===== src/rtl/cmsdk_mcu_ahb_cmd_master.sv =====
// ---------------------------------------------------------------------------
// cmsdk_mcu_ahb_cmd_master
//
// AHB initiator that turns a valid/ready command stream into single NONSEQ
// transfers and returns exactly one response per command, in acceptance order.
// Address and data phases are pipelined, so back-to-back commands give one
// transfer per cycle with zero wait states. Wait states and the two-cycle
// ERROR response are handled. RETRY/SPLIT are reported as errors and are not
// retried.
//
// Ports:
//   HCLK, HRESET        clock, asynchronous active-high reset
//   cmd_valid/ready     command handshake (accepted on valid & ready)
//   cmd_write           1 = write, 0 = read
//   cmd_addr            byte address
//   cmd_size            HSIZE encoding (0/1/2 legal)
//   cmd_wdata           lane-aligned write data
//   rsp_valid           one-cycle response pulse, no backpressure
//   rsp_error           response is an error
//   rsp_rdata           read data for OKAY reads, 0 for writes/illegal commands
//   HADDR..HWDATA       registered AHB initiator outputs
//   HRDATA/HREADY/HRESP AHB returns from the slave side
// ---------------------------------------------------------------------------
module cmsdk_mcu_ahb_cmd_master #(
    parameter int unsigned ADDR_WIDTH  = 32,
    parameter logic [3:0]  HPROT_VALUE = 4'b0011
) (
    input  logic                  HCLK,
    input  logic                  HRESET,
    input  logic                  cmd_valid,
    output logic                  cmd_ready,
    input  logic                  cmd_write,
    input  logic [ADDR_WIDTH-1:0] cmd_addr,
    input  logic [2:0]            cmd_size,
    input  logic [31:0]           cmd_wdata,
    output logic                  rsp_valid,
    output logic                  rsp_error,
    output logic [31:0]           rsp_rdata,
    output logic [ADDR_WIDTH-1:0] HADDR,
    output logic [1:0]            HTRANS,
    output logic                  HWRITE,
    output logic [2:0]            HSIZE,
    output logic [2:0]            HBURST,
    output logic [3:0]            HPROT,
    output logic                  HMASTLOCK,
    output logic [31:0]           HWDATA,
    input  logic [31:0]           HRDATA,
    input  logic                  HREADY,
    input  logic [1:0]            HRESP
);

    typedef enum logic [1:0] {
        TR_IDLE   = 2'b00,
        TR_NONSEQ = 2'b10
    } trans_t;

    trans_t      trans_q;     // NONSEQ means an address phase is on the bus
    logic        data_busy;   // data phase outstanding
    logic        data_write;  // write flag of the outstanding data phase
    logic        err2;        // second ERROR cycle pending
    logic        retry_pend;  // pipelined transfer was cancelled by an ERROR
    logic [31:0] addr_wdata;  // wdata of the command in its address phase

    logic addr_busy;
    logic resp_bad;
    logic err_first;
    logic addr_done;
    logic data_done;
    logic cmd_legal;
    logic bus_ready;
    logic accept;

    assign HTRANS    = trans_q;
    assign HBURST    = 3'b000;
    assign HPROT     = HPROT_VALUE;
    assign HMASTLOCK = 1'b0;

    assign addr_busy = (trans_q == TR_NONSEQ);
    assign resp_bad  = (HRESP != 2'b00);
    // First cycle of a two-cycle non-OKAY response
    assign err_first = data_busy & ~HREADY & resp_bad;
    assign addr_done = addr_busy & HREADY;
    assign data_done = data_busy & HREADY;

    always_comb begin
        cmd_legal = 1'b0;
        case (cmd_size)
            3'd0:    cmd_legal = 1'b1;
            3'd1:    cmd_legal = ~cmd_addr[0];
            3'd2:    cmd_legal = (cmd_addr[1:0] == 2'b00);
            default: cmd_legal = 1'b0;
        endcase
    end

    // A legal command may enter while the current address phase completes.
    // Illegal commands are answered locally, so they wait for an empty
    // pipeline to keep responses in order and one per cycle.
    assign bus_ready = ~HRESET & ~err2 & ~err_first & (~addr_busy | HREADY);
    assign cmd_ready = bus_ready & (cmd_legal | (~addr_busy & ~data_busy));
    assign accept    = cmd_valid & cmd_ready;

    always_ff @(posedge HCLK or posedge HRESET) begin
        if (HRESET) begin
            trans_q    <= TR_IDLE;
            HADDR      <= '0;
            HWRITE     <= 1'b0;
            HSIZE      <= 3'b000;
            HWDATA     <= 32'h0;
            data_busy  <= 1'b0;
            data_write <= 1'b0;
            err2       <= 1'b0;
            retry_pend <= 1'b0;
            addr_wdata <= 32'h0;
            rsp_valid  <= 1'b0;
            rsp_error  <= 1'b0;
            rsp_rdata  <= 32'h0;
        end else begin
            rsp_valid <= 1'b0;
            rsp_error <= 1'b0;
            rsp_rdata <= 32'h0;

            // Data phase completion produces the response for its command.
            // A non-OKAY response ends here too, on its second cycle.
            if (data_done) begin
                rsp_valid <= 1'b1;
                rsp_error <= resp_bad;
                rsp_rdata <= data_write ? 32'h0 : HRDATA;
            end

            // Address phase completion hands the command to the data phase
            if (addr_done) begin
                data_busy  <= 1'b1;
                data_write <= HWRITE;
                if (HWRITE)
                    HWDATA <= addr_wdata;
            end else if (data_done) begin
                data_busy <= 1'b0;
            end

            if (err_first) begin
                // Drop the pipelined address phase for the second error
                // cycle; its attributes stay in HADDR/HWRITE/HSIZE/addr_wdata.
                err2 <= 1'b1;
                if (addr_busy) begin
                    trans_q    <= TR_IDLE;
                    retry_pend <= 1'b1;
                end
            end else if (err2 && HREADY) begin
                err2 <= 1'b0;
                if (retry_pend) begin
                    trans_q    <= TR_NONSEQ;
                    retry_pend <= 1'b0;
                end
            end else if (accept) begin
                if (cmd_legal) begin
                    trans_q    <= TR_NONSEQ;
                    HADDR      <= cmd_addr;
                    HWRITE     <= cmd_write;
                    HSIZE      <= cmd_size;
                    addr_wdata <= cmd_wdata;
                end else begin
                    rsp_valid <= 1'b1;
                    rsp_error <= 1'b1;
                    rsp_rdata <= 32'h0;
                end
            end else if (addr_done) begin
                trans_q <= TR_IDLE;
            end
        end
    end

endmodule


===== config.mk =====
export PLATFORM = sky130hd
export DESIGN_NAME = cmsdk_mcu_ahb_cmd_master
export DESIGN_NICKNAME = d
export VERILOG_FILES = /design/src/rtl/cmsdk_mcu_ahb_cmd_master.sv
export SDC_FILE = /design/constraint.sdc
export NUM_CORES = 1
export LEC_CHECK = 0
export BUFFER_PORTS_ARGS = -buffer_cell sky130_fd_sc_hd__buf_2
export CORE_ASPECT_RATIO = 0.7
export CORE_UTILIZATION = 49
export CTS_BUF_LIST = sky130_fd_sc_hd__clkbuf_8
export DETAILED_ROUTE_END_ITERATION = 10
export PLACE_DENSITY = 0.82
export SKIP_LAST_GASP = 1
export SLEW_MARGIN = 15
export SYNTH_ARGS = -nofsm -noshare
export SYNTH_HDL_FRONTEND = slang
export SYNTH_SLANG_ARGS = --single-unit

===== constraint.sdc =====
create_clock -name HCLK -period 7.7 [get_ports HCLK]
set_input_delay 2.31 -clock HCLK [delete_from_list [all_inputs] [get_ports HCLK]]
set_output_delay 2.31 -clock HCLK [all_outputs]
set_load 0.005 [all_outputs]

Word level (Yosys, flattened, before mapping)
Cells that the tools add are included.
{"block": "word_totals", "output_inout_bits": 113, "elab_cells": 80, "regBits": 140, "in_bits": 106}
{"block": "op_classes", "muxes": 30, "reduce_logical": 11, "n_eq_ne": 6, "bitwise": 20}
{"op": "32-bit two-way mux", "count": 6}
{"op": "1-bit two-way mux", "count": 16}
{"op": "2-bit two-way mux", "count": 7}
{"op": "1-bit AND", "count": 10}
{"op": "1-bit inverter", "count": 8}
{"op": "4-bit AND reduction", "count": 2}
{"op": "2-bit nonzero test", "count": 3}
{"op": "4-bit by 3-bit != test with 1-bit output, second input constant", "count": 1}
{"op": "2-bit AND reduction", "count": 2}
{"op": "4-bit nonzero test", "count": 1}
{"op": "3-bit by 1-bit == test with 1-bit output, second input constant", "count": 1}
{"op": "3-bit by 2-bit == test with 1-bit output, second input constant", "count": 1}
{"op": "3-bit logical NOT", "count": 1}
{"op": "3-bit != test, second input constant", "count": 1}
{"op": "1-bit one-hot mux with 3 select lines", "count": 1}
{"op": "2-bit == test, second input constant", "count": 1}
{"op": "2-bit logical NOT", "count": 1}
{"op": "2-bit != test, second input constant", "count": 1}
{"op": "1-bit bitwise OR", "count": 2}
{"op": "1-bit logical AND", "count": 1}

Depth between registers and ports, before layout
{"block": "logic_depth", "depth_word": 11, "ltp_mapped": 5, "ltp_nobuf": 4}

Worst setup path before layout
No wires, ideal clock.
{"block": "synth_path", "path_type": "input to output", "start": "in cmd_addr[1]", "end": "out cmd_ready", "required_ns": 5.390, "path_buffers": 0, "setup_slack_ns": 2.383, "arrival_ns": 3.007, "stages": 4, "path_cell_list": "nor3_1 o21bai_1 o21ai_0 nor4b_1"}
{"block": "synth_via", "elab_chain_len": 4}
{"item": "from (decl)", "line": "33", "rtl": "input logic [ADDR_WIDTH-1:0] cmd_addr,"}
{"item": "2-bit logical NOT", "line": "90", "rtl": "3'd2: cmd_legal = (cmd_addr[1:0] == 2'b00);"}
{"item": "1-bit one-hot mux with 3 select lines", "line": "87", "rtl": "case (cmd_size)"}
{"item": "1-bit bitwise OR", "line": "99", "rtl": "assign cmd_ready = bus_ready & (cmd_legal | (~addr_busy & ~data_busy));"}
{"item": "1-bit AND", "line": "99"}
{"item": "to (decl)", "line": "31", "rtl": "output logic cmd_ready,"}
No other way between the ends.

Final worst setup path
{"block": "layout_path", "start": "in cmd_addr[0]", "end": "out cmd_ready"}
{"block": "layout_via", "elab_chain_len": 4, "elab_cells_between_ends": 5, "classes_between": "mux (1); bitwise (3); reduce/logical (1)"}
{"item": "2-bit logical NOT or 1-bit inverter (tied branches)", "line": "90, 89"}
{"item": "1-bit one-hot mux with 3 select lines (*)", "line": "87"}
{"item": "1-bit bitwise OR (*)", "line": "99"}
{"item": "1-bit AND (*)", "line": "99"}
Every way passes the cells marked *; elsewhere a longest branch is shown, timed or not.

==> impl_metrics.ini <==
[synth]
synth_area_um2 = 5200
yosysTopAreaCellShare = 0.669
ys_async_sr_fraction = 1.00
synth_cells = 332
synth_top_area_cell = dfrtp_1
synth.most_common_cell = dfrtp_1
synth_commonest_cells = 139 x dfrtp_1, 95 x mux2_2, 33 x and2_1
synth-seq-cells = 139
synth_edf_count = 0
ys_seq_area_frac = 0.669
synth_flop_cell = dfrtp_1
synth.yosys.warnings = 0
netlist_top_cells_area = dfrtp_1 67%, mux2_2 21%, and2_1 4.0%
synthDistinctLibCells = 30
synth_area_per_cell_um2 = 15.7

[detailed_routing]
avgRoutedWirePerCell_um = 15.4
drtAntennaViolNets = 0
drt_iter0_markers = 107
viasPerCell = 4.87
totalWireLength_um = 10600
vias = 3356
dr.pass1.iters = 7
drcViolationCount = 28

[sta]
timing.hold.ws_ns = 0.492
drv_slew = 0
final-hold-violation-count = 0
rsz0062_at_grt = false
finalSetupViolCount = 0
period_minus_slack_ns = 5.61
period_share = 0.729
max_slew_margin = 0.385
setup_tns_ns = 0
setup_ws_ns = 2.09
worst_pin_slew_ns = 0.922
timing.fmax_ghz = 0.178
clock_skew_ns = 0.00781

[worst_hold_path]
hp-class = reg2reg
hold_start = data_write
min_to = data_write
hold_depth = 2

[global_routing]
grt.total_usage = 0.199
antenna_found_initial = 0
grt_first_pass_wirelength_um = 16800
grt_pass1_vias = 3409
grt_max_degree = 78
grt_overflow = 0

[pwr]
power.density_nw_per_um2 = 290
power.leakage_nw = 3.56
ir_worst_vdd_mv = 0.210

[cells_and_area]
fin_nets = 652
drive_gt1_frac = 0.612
area_growth_pct = 28.4
antenna_cells = 0
fin_util = 0.647

[placement]
place_congestion = 0.771
io_buffers = 209
dpl.hpwl_um = 7650
pre_cts_ws_ns = 2.10

[clock_network]
cts_root_buf = clkbuf_8
clock_path_buffers = 2
cts_buffers = 17
htree_levels = 4
clock-sinks = 139
cts_resized = 0
clk_pin_slew_worst_paths_ns = 0.06
post_cts.repair.setup_buffers = 0
hold_buffers = 0
clk_latency_ns = 0.41
cts_tree = yes

[flow_run]
drv_cap = 0

[floorplanning]
ioPinCount = 219
dieArea_um2 = 11000
std_cell_rows = 31
die_h_um = 88.2
dieWidth_um = 125
start_util = 0.504
core_area_um2 = 10300

[worst_setup_path]
r2r_start = err2
startpoint_type = input pin
reg2reg_to = HADDR[9]
timing.reg2reg.setup_slack_ns = 5.07
r2r_cells = 5
crit_path_end_kind = primary output
cp_max_fo = 5
required_ns = 5.39
path_class = in2out
arrival_ns = 3.30

[status]
violations = DRC
status = finished, violations left
-- metrics by stage --
step	total power [W]	instance area (um^2)	instances
after global placement	0.00136	6290	659
after detailed placement	0.00139	6290	659
after global routing	0.00204	6670	689
final	0.00193	6670	689
after floorplan	0.00119	5230	339
after CTS	0.00196	6670	689
-- layout make-up --
class                   instances  area (um^2)
multi-input cells             173         1560
flip-flops and latches        139         3480
clock buffers                  21          289
inverters                       3         16.3
fillers                       784         3640
well taps                     132          165
repair buffers                212         1070
clock inverters                 9         97.6
-- routing by layer --
metal,track usage,wire length [um],share of wire
met1,0.241,4430,0.42
met2,0.326,5050,0.48
met3,0.0782,951,0.090
met4,0.0798,160,0.015
met5,0,0,0
-- worst max-delay path by stage --
| stage | end | start | cells past startpoint | slack (ns) |
|---|---|---|---|---|
| after floorplan | HADDR[0] | HRESET | 1 | 1.67 |
| after global placement | cmd_ready | cmd_size[0] | 6 | 2.10 |
| after detailed placement | cmd_ready | cmd_size[0] | 6 | 2.10 |
| after CTS | cmd_ready | cmd_size[0] | 6 | 2.09 |
| after global routing | cmd_ready | cmd_addr[0] | 6 | 1.97 |
| final | cmd_ready | cmd_addr[0] | 6 | 2.09 |
-- kinds of logic after synthesis --
| family | Yosys count | share of synthesized area |
|---|---|---|
| AOI/OAI and AO/OA | 13 | 0.0181 |
| buffers and inverters | 27 | 0.0371 |
| DFF | 139 | 0.669 |
| muxes | 99 | 0.214 |
| other | 2 | 0.00144 |
| and+or+nand+nor | 52 | 0.0599 |
-- critical path, cell delays in order --
cell and delay [ns]:
buf_2 0.10, a21oi_1 0.06, o21bai_1 0.40, o21ai_0 0.14
nor4b_1 0.16, buf_2 0.13
-- report_power, final --
| group | internal (W) | leakage, nW | switching, W |
|---|---|---|---|
| clock | 0.000315 | 0.202 | 0.000253 |
| combinational | 0.000227 | 1.58 | 0.000147 |
| sequential | 0.000905 | 1.78 | 0.0000866 |
| total | 0.00145 | 3.56 | 0.000487 |
-- cells in the final DEF, fill, tap and decap left out --
cell        instances
mux2_2             95
nand3_1             1
a32oi_1             1
nor2_2              1
nand2_1             7
nand2b_1            1
nor2_4              1
nor3b_2             1
clkinv_2            3
a21oi_1             2
dfrtp_1           139
a31oi_1             1
o21a_1              1
clkinvlp_4          2
inv_6               1
or2_1               1
conb_1              9
mux2_1              4
o21ai_0             2
nor4b_1             1
nand3_2             1
a22o_1              1
o221ai_2            1
nor3_1              2
o22ai_1             2
buf_4               3
nor2_1              2
bufinv_16           2
inv_1               4
clkbuf_8           21
buf_2             209
o21bai_1            2
and2_1             33
-- sequential cells by signal (all words and copies together) (netlist names) --
name / count
HSIZE: 3
HWRITE: 1
data_busy: 1
HWDATA: 32
HADDR: 32
data_write: 1
addr_wdata: 32
rsp_error: 1
rsp_valid: 1
retry_pend: 1
HTRANS: 1
err2: 1
rsp_rdata: 32
Power figures use the tool's default switching activity.
